**config.mk**
```make
export PLATFORM = sky130hd
export DESIGN_NAME = perips_timer_sched_flat
export DESIGN_NICKNAME = d
export VERILOG_FILES = /design/src/rtl/perips_timer_sched_if.sv /design/src/rtl/perips_timer_sched.sv /design/src/flat_wrapper.sv
export SDC_FILE = /design/constraint.sdc
export NUM_CORES = 1
export LEC_CHECK = 0
export CORE_MARGIN = 8
export CORE_UTILIZATION = 37
export CTS_CLUSTER_SIZE = 30
export DETAILED_ROUTE_END_ITERATION = 10
export PLACE_DENSITY = 0.84
export SYNTH_ARGS = -nofsm -noshare
export SYNTH_HDL_FRONTEND = slang
export SYNTH_SLANG_ARGS = --single-unit
```
**constraint.sdc**
```tcl
create_clock -name clk_i -period 1.65 [get_ports clk_i]
set_clock_uncertainty 0.05 [all_clocks]
set_input_delay 0.165 -clock clk_i [delete_from_list [all_inputs] [get_ports clk_i]]
set_output_delay 0.165 -clock clk_i [all_outputs]
set_load 0.1 [all_outputs]
```
**src/rtl/perips_timer_sched_if.sv**
```systemverilog
// Timer register-port bus between the scheduler (master) and the timer (slave).
//   tmr_addr_o : register address     tmr_we_o  : one-cycle write strobe
//   tmr_rd_o   : read strobe          tmr_data_o: write data
//   tmr_irq_i  : one-cycle timer interrupt back to the master
interface perips_timer_sched_if #(
   parameter int unsigned DW = 32
);
   logic [7:0]    tmr_addr_o;
   logic          tmr_we_o;
   logic          tmr_rd_o;
   logic [DW-1:0] tmr_data_o;
   logic          tmr_irq_i;

   modport master (
      output tmr_addr_o, tmr_we_o, tmr_rd_o, tmr_data_o,
      input  tmr_irq_i
   );

   modport slave (
      input  tmr_addr_o, tmr_we_o, tmr_rd_o, tmr_data_o,
      output tmr_irq_i
   );
endinterface

```
**src/rtl/perips_timer_sched.sv**
```systemverilog
// Round-robin scheduler sharing one peripheral timer between NUM_REQ one-shot
// delay requesters. Per grant: write CR=0, PSC, LOAD, CR=1, wait for the irq
// (or withdrawal), write CR=0, then pulse done_o to the owner on completion.
//   clk_i, rst_n_i : clock, async active-low reset
//   req_i          : per-requester level request
//   req_psc_i      : packed per-requester prescale values
//   req_load_i     : packed per-requester tick counts
//   done_o         : one-cycle completion pulse to the owner
//   busy_o         : high from grant until return to IDLE
//   cur_id_o       : current owner index
//   tmr            : timer register-port master
module perips_timer_sched #(
   parameter int unsigned NUM_REQ = 4,
   parameter int unsigned DW      = 32
) (
   input  logic                           clk_i,
   input  logic                           rst_n_i,
   input  logic [NUM_REQ-1:0]             req_i,
   input  logic [NUM_REQ*DW-1:0]          req_psc_i,
   input  logic [NUM_REQ*DW-1:0]          req_load_i,
   output logic [NUM_REQ-1:0]             done_o,
   output logic                           busy_o,
   output logic [$clog2(NUM_REQ)-1:0]     cur_id_o,
   perips_timer_sched_if.master           tmr
);

   localparam int unsigned IW = $clog2(NUM_REQ);

   localparam logic [7:0] ADDR_CR   = 8'h00;
   localparam logic [7:0] ADDR_PSC  = 8'h08;
   localparam logic [7:0] ADDR_LOAD = 8'h0C;

   typedef enum logic [3:0] {
      IDLE, ARB, WR_CR0, WR_PSC, WR_LOAD, WR_CR1, WAIT, STOP, DONE
   } state_e;

   state_e              state_q;
   logic [IW-1:0]       rr_ptr_q;
   logic [IW-1:0]       id_q;
   logic [DW-1:0]       psc_q;
   logic [DW-1:0]       load_q;
   logic                cmpl_q;
   logic                busy_q;
   logic [NUM_REQ-1:0]  done_q;
   logic                we_q;
   logic [7:0]          addr_q;
   logic [DW-1:0]       data_q;

   logic                grant_found_c;
   logic [IW-1:0]       grant_id_c;
   logic [DW-1:0]       psc_sel_c;
   logic [DW-1:0]       load_sel_c;

   // First set request searching upward from rr_ptr; descending loop so the
   // nearest candidate is assigned last and wins.
   always_comb begin
      grant_found_c = 1'b0;
      grant_id_c    = '0;
      for (int i = int'(NUM_REQ) - 1; i >= 0; i--) begin
         logic [IW-1:0] cand;
         cand = IW'((int'(rr_ptr_q) + i) % int'(NUM_REQ));
         if (req_i[cand]) begin
            grant_found_c = 1'b1;
            grant_id_c    = cand;
         end
      end
   end

   // Payload mux for the candidate being granted.
   always_comb begin
      psc_sel_c  = '0;
      load_sel_c = '0;
      for (int k = 0; k < int'(NUM_REQ); k++) begin
         if (grant_id_c == IW'(k)) begin
            psc_sel_c  = req_psc_i[k*DW +: DW];
            load_sel_c = req_load_i[k*DW +: DW];
         end
      end
   end

   // Sequencer: all bus/handshake outputs are registered alongside the state,
   // so each write is presented during the cycle its WR_*/STOP state is held.
   always_ff @(posedge clk_i or negedge rst_n_i) begin
      if (!rst_n_i) begin
         state_q  <= IDLE;
         rr_ptr_q <= '0;
         id_q     <= '0;
         psc_q    <= '0;
         load_q   <= '0;
         cmpl_q   <= 1'b0;
         busy_q   <= 1'b0;
         done_q   <= '0;
         we_q     <= 1'b0;
         addr_q   <= '0;
         data_q   <= '0;
      end else begin
         we_q   <= 1'b0;
         addr_q <= '0;
         data_q <= '0;
         done_q <= '0;
         case (state_q)
            IDLE: begin
               if (|req_i) state_q <= ARB;
            end
            ARB: begin
               if (grant_found_c) begin
                  id_q    <= grant_id_c;
                  psc_q   <= psc_sel_c;
                  load_q  <= load_sel_c;
                  busy_q  <= 1'b1;
                  state_q <= WR_CR0;
                  we_q    <= 1'b1;
                  addr_q  <= ADDR_CR;
               end else begin
                  state_q <= IDLE;
               end
            end
            WR_CR0: begin
               state_q <= WR_PSC;
               we_q    <= 1'b1;
               addr_q  <= ADDR_PSC;
               data_q  <= psc_q;
            end
            WR_PSC: begin
               state_q <= WR_LOAD;
               we_q    <= 1'b1;
               addr_q  <= ADDR_LOAD;
               data_q  <= load_q;
            end
            WR_LOAD: begin
               state_q <= WR_CR1;
               we_q    <= 1'b1;
               addr_q  <= ADDR_CR;
               data_q  <= DW'(1);
            end
            WR_CR1: begin
               state_q <= WAIT;
            end
            WAIT: begin
               // irq wins over a same-cycle withdrawal
               if (tmr.tmr_irq_i || !req_i[id_q]) begin
                  cmpl_q  <= tmr.tmr_irq_i;
                  state_q <= STOP;
                  we_q    <= 1'b1;
                  addr_q  <= ADDR_CR;
               end
            end
            STOP: begin
               state_q <= DONE;
               if (cmpl_q) done_q[id_q] <= 1'b1;
            end
            DONE: begin
               rr_ptr_q <= (id_q == IW'(NUM_REQ - 1)) ? '0 : id_q + IW'(1);
               busy_q   <= 1'b0;
               cmpl_q   <= 1'b0;
               state_q  <= IDLE;
            end
            default: state_q <= IDLE;
         endcase
      end
   end

   assign done_o         = done_q;
   assign busy_o         = busy_q;
   assign cur_id_o       = id_q;
   assign tmr.tmr_we_o   = we_q;
   assign tmr.tmr_addr_o = addr_q;
   assign tmr.tmr_data_o = data_q;
   assign tmr.tmr_rd_o   = 1'b0;

endmodule
```
**src/flat_wrapper.sv**
```systemverilog
// flat-port wrapper written by rule: the top's interface ports become plain ports
module perips_timer_sched_flat 
#(
   parameter int unsigned NUM_REQ = 4,
   parameter int unsigned DW      = 32
)
  (clk_i, rst_n_i, req_i, req_psc_i, req_load_i, done_o, busy_o, cur_id_o, tmr_tmr_addr_o, tmr_tmr_we_o, tmr_tmr_rd_o, tmr_tmr_data_o, tmr_tmr_irq_i);
  perips_timer_sched_if #(.DW(DW)) tmr_i ();
  input  logic clk_i;
  input  logic rst_n_i;
  input  logic [NUM_REQ-1:0] req_i;
  input  logic [NUM_REQ*DW-1:0] req_psc_i;
  input  logic [NUM_REQ*DW-1:0] req_load_i;
  output logic [NUM_REQ-1:0] done_o;
  output logic busy_o;
  output logic [$clog2(NUM_REQ)-1:0] cur_id_o;
  output wire logic [$bits(tmr_i.tmr_addr_o)-1:0] tmr_tmr_addr_o;
  output wire logic [$bits(tmr_i.tmr_we_o)-1:0] tmr_tmr_we_o;
  output wire logic [$bits(tmr_i.tmr_rd_o)-1:0] tmr_tmr_rd_o;
  output wire logic [$bits(tmr_i.tmr_data_o)-1:0] tmr_tmr_data_o;
  input wire logic [$bits(tmr_i.tmr_irq_i)-1:0] tmr_tmr_irq_i;
  assign tmr_tmr_addr_o = tmr_i.tmr_addr_o;
  assign tmr_tmr_we_o = tmr_i.tmr_we_o;
  assign tmr_tmr_rd_o = tmr_i.tmr_rd_o;
  assign tmr_tmr_data_o = tmr_i.tmr_data_o;
  assign tmr_i.tmr_irq_i = tmr_tmr_irq_i;
  perips_timer_sched #(.NUM_REQ(NUM_REQ), .DW(DW)) u_core (.clk_i(clk_i), .rst_n_i(rst_n_i), .req_i(req_i), .req_psc_i(req_psc_i), .req_load_i(req_load_i), .done_o(done_o), .busy_o(busy_o), .cur_id_o(cur_id_o), .tmr(tmr_i));
endmodule
```
==> results.yml <==
critical_path:
  crit_path_top_delay_cell: "dfrtp_2"
  critPathRequiredTime_ps: 1930
  cp.buffers_inverters: 2
  endpoint_kind: "register"
  cp_max_fo: 17
  crit_family: "buffers and inverters"
  cp_cell_sequence: "and2b_2 -> buf_4 -> o21ai_4 -> nand2_4 -> bufbuf_16 -> o221a_4 -> o21ai_1"
  max_stage_delay_ps: 410
  critPathLaunchType: "register"
  crit_type: "reg2reg"
  crit_arrival_ps: 2170
power:
  p_per_area_nw_per_um2: 1870
  ir_drop_v: 0.00110
  intPower_mw: 13.2
  p_seq_frac: 0.217
  power.switching_mw: 10.3
  swShare: 0.439
  power_frac_comb: 0.615
  leakage_nw: 5.40
  clockPowerShare: 0.168
sta:
  fin_ws_ps: -239
  final-max-slew-violation-count: 0
  tns_ps: -10150
  fin_crit_sh: 1.14
  hold_violations: 0
  setup_violations: 66
  maxClockFrequency_mhz: 529
  rsz0062_at_grt: "true"
  fin_crit_ps: 1890
final_layout:
  post-route-util: 0.741
  drive_gt1_frac: 0.299
  area_growth_pct: 98.8
  final_nets: 1287
  n_fill_cell: 1069
route:
  first_pass_iters: 5
  route.vias.total: 7234
  wirelength_mm: 30.6
  drc_errors: 0
  avgViaCountPerCell: 5.75
  final_antenna_net_count: 0
  drtIter0Drc: 454
  wire_per_inst_um: 24.3
synth:
  ys_seq_area_frac: 0.446
  synth_edf_count: 0
  synthTopCellsByCount: "nand2_1, dfrtp_1, o221ai_1"
  yosys_warnings: 0
  async_reset_ff_frac: 1.00
  ys_top_cells_by_area: "dfrtp_1, o221a_2, o221ai_1"
  netlist_area_um2: 6340
  ys_ff_latch: 113
  yosysTopAreaCell: "dfrtp_1"
  synth_cell_types: 47
  synth_top_area_share: 0.446
  yosysMostFrequentCell: "nand2_1"
  syn_inst: 679
  ys.flop_type: "dfrtp_1"
  avgSynthCellArea_um2: 9.33
clocking:
  numCtsBuffers: 17
  htreeDepth: 4
  clock-root-buffer: "clkbuf_16"
  clock_sinks: 113
  clk_pin_slew_ps: 60
  clk_latency_ps: 420
  clockBufferDepth: 2
  cts_tree: "built"
die:
  die-area_um2: 21600
  core_region_area_um2: 17000
  die_w_um: 147
  pin_count: 312
  num_rows: 48
  start_util: 0.373
  die_y_um: 147
global_route:
  grt_max_degree: 41
  groute.usage.overall: 0.274
  antenna_found_initial: 2
  grt_pass1_wl_mm: 45.1
  use_met2: 0.459
  grt_use_met3: 0.0729
  grt_pass1_vias: 7811
  overflow: 0
  use_met1: 0.317
  top_usage_layer: "met2"
placed_design:
  io_buffers: 304
  dpl.hpwl_mm: 21.1
  place_congestion: 0.883
outcome:
  status: "complete, but fails checks"
  violations: "negative setup slack"
worst_hold_path:
  hold_class: "in2async"
run:
  drv_cap: 0
[area by class of cell]
| type | instances | area [um2] | area share |
|---|---|---|---|
| Timing Repair Buffer | 387 | 4670 | 0.370 |
| Inverter | 55 | 206 | 0.0164 |
| Antenna cell | 1 | 2.50 | 0.000199 |
| Clock buffer | 22 | 474 | 0.0377 |
| Clock inverter | 10 | 156 | 0.0124 |
| Multi-Input combinational cell | 446 | 3970 | 0.315 |
| Tap cell | 225 | 282 | 0.0224 |
| Sequential cell | 113 | 2840 | 0.225 |
[stage by stage]
| stage | instance area, um2 | hold WS (ps) | total power, mW | instances | setup WS, ps |
|---|---|---|---|---|---|
| 2_1_floorplan | 6830 | -181 | 12.1 | 685 | -184 |
| 3_3_place_gp | 10900 | 73.1 | 16.7 | 1201 | -453 |
| 3_5_place_dp | 10900 | 71.8 | 17.0 | 1201 | -558 |
| 4_1_cts | 12200 | 180 | 22.5 | 1250 | -171 |
| 5_1_grt | 12600 | 200 | 24.5 | 1259 | -279 |
| 6_report | 12600 | 191 | 23.5 | 1259 | -239 |
[final timing paths]
| path | startpoint | to | slack (ps) | cells after the start |
|---|---|---|---|---|
| worst max-delay path | u_core.rr_ptr_q[0] | u_core.psc_q[31] | -240 | 7 |
| worst min-delay path | rst_n_i | u_core.done_o[2] | 190 | 2 |
| worst max register to register | u_core.rr_ptr_q[0] | u_core.psc_q[31] | -240 | 7 |
| worst min register to register | u_core.psc_q[11] | u_core.psc_q[11] | 440 | 2 |
| max in group asynchronous | rst_n_i | u_core.psc_q[9] | 730 | 3 |
| min in group clk_i | req_load_i[91] | u_core.load_q[27] | 350 | 3 |
[flip-flops by register name, indices dropped and copies added (netlist names), 2 cells and up]
register / flops
u_core.cur_id_o: 2
u_core.done_o: 4
u_core.load_q: 32
u_core.psc_q: 32
u_core.rr_ptr_q: 2
u_core.state_q: 4
u_core.tmr.tmr_addr_o: 2
u_core.tmr.tmr_data_o: 32
[logic make-up (layout without fill, tap and decap cells)]
group,Yosys count,after routing,share of synthesized area
other,1,8,0.000592
xor gates and xnor gates,1,1,0.00138
AOI/OAI and AO/OA,255,255,0.321
DFF,113,113,0.446
muxes,2,2,0.00533
buffers and inverters,126,474,0.0914
adders and majority gates,4,4,0.00790
and+or+nand+nor,177,177,0.126
[power by group through the flow]
stage / clock [mW] / combinational (mW) / sequential [mW]
6_report: 3.94 / 14.5 / 5.11
5_1_grt: 4.09 / 15.1 / 5.21
4_1_cts: 3.96 / 13.5 / 5.07
2_1_floorplan: 0 / 5.08 / 7.05
3_5_place_dp: 0 / 11.9 / 5.09
3_3_place_gp: 0 / 11.7 / 5.05
[layout by cell type (no fill, tap or decap), types with 8 or more instances in the layout]
master | Yosys | routed
a21oi_1 | 11 | 8
a22o_1 | 31 | 31
and3_1 | 12 | 11
buf_12 | 0 | 66
buf_4 | 9 | 41
clkbuf_16 | 0 | 21
clkdlybuf4s50_1 | 0 | 261
dfrtp_1 | 113 | 109
inv_1 | 54 | 54
nand2_1 | 117 | 116
nor2_1 | 20 | 18
o21ai_0 | 64 | 8
o21ai_1 | 6 | 32
o21ai_2 | 0 | 29
o221a_2 | 52 | 8
o221a_4 | 0 | 44
o221ai_1 | 65 | 31
o221ai_2 | 0 | 20
o221ai_4 | 0 | 14
[what timing repair did]
action	in CTS	in global routing
setup buffers	7	4
hold buffers	1	0
resized for setup	86	42
endpoints found under the setup margin	66	97
pin swaps	36	22
cloned	9	5
endpoints found under the hold margin	85	0
[per-layer routing]
| layer | routed length, um | vias up |
|---|---|---|
| li1 | - | 3202 |
| met1 | 11500 | 3537 |
| met2 | 15300 | 415 |
| met3 | 2530 | 78 |
| met4 | 1290 | 2 |
| met5 | 13 | - |
(Power assumes the default switching activity.)
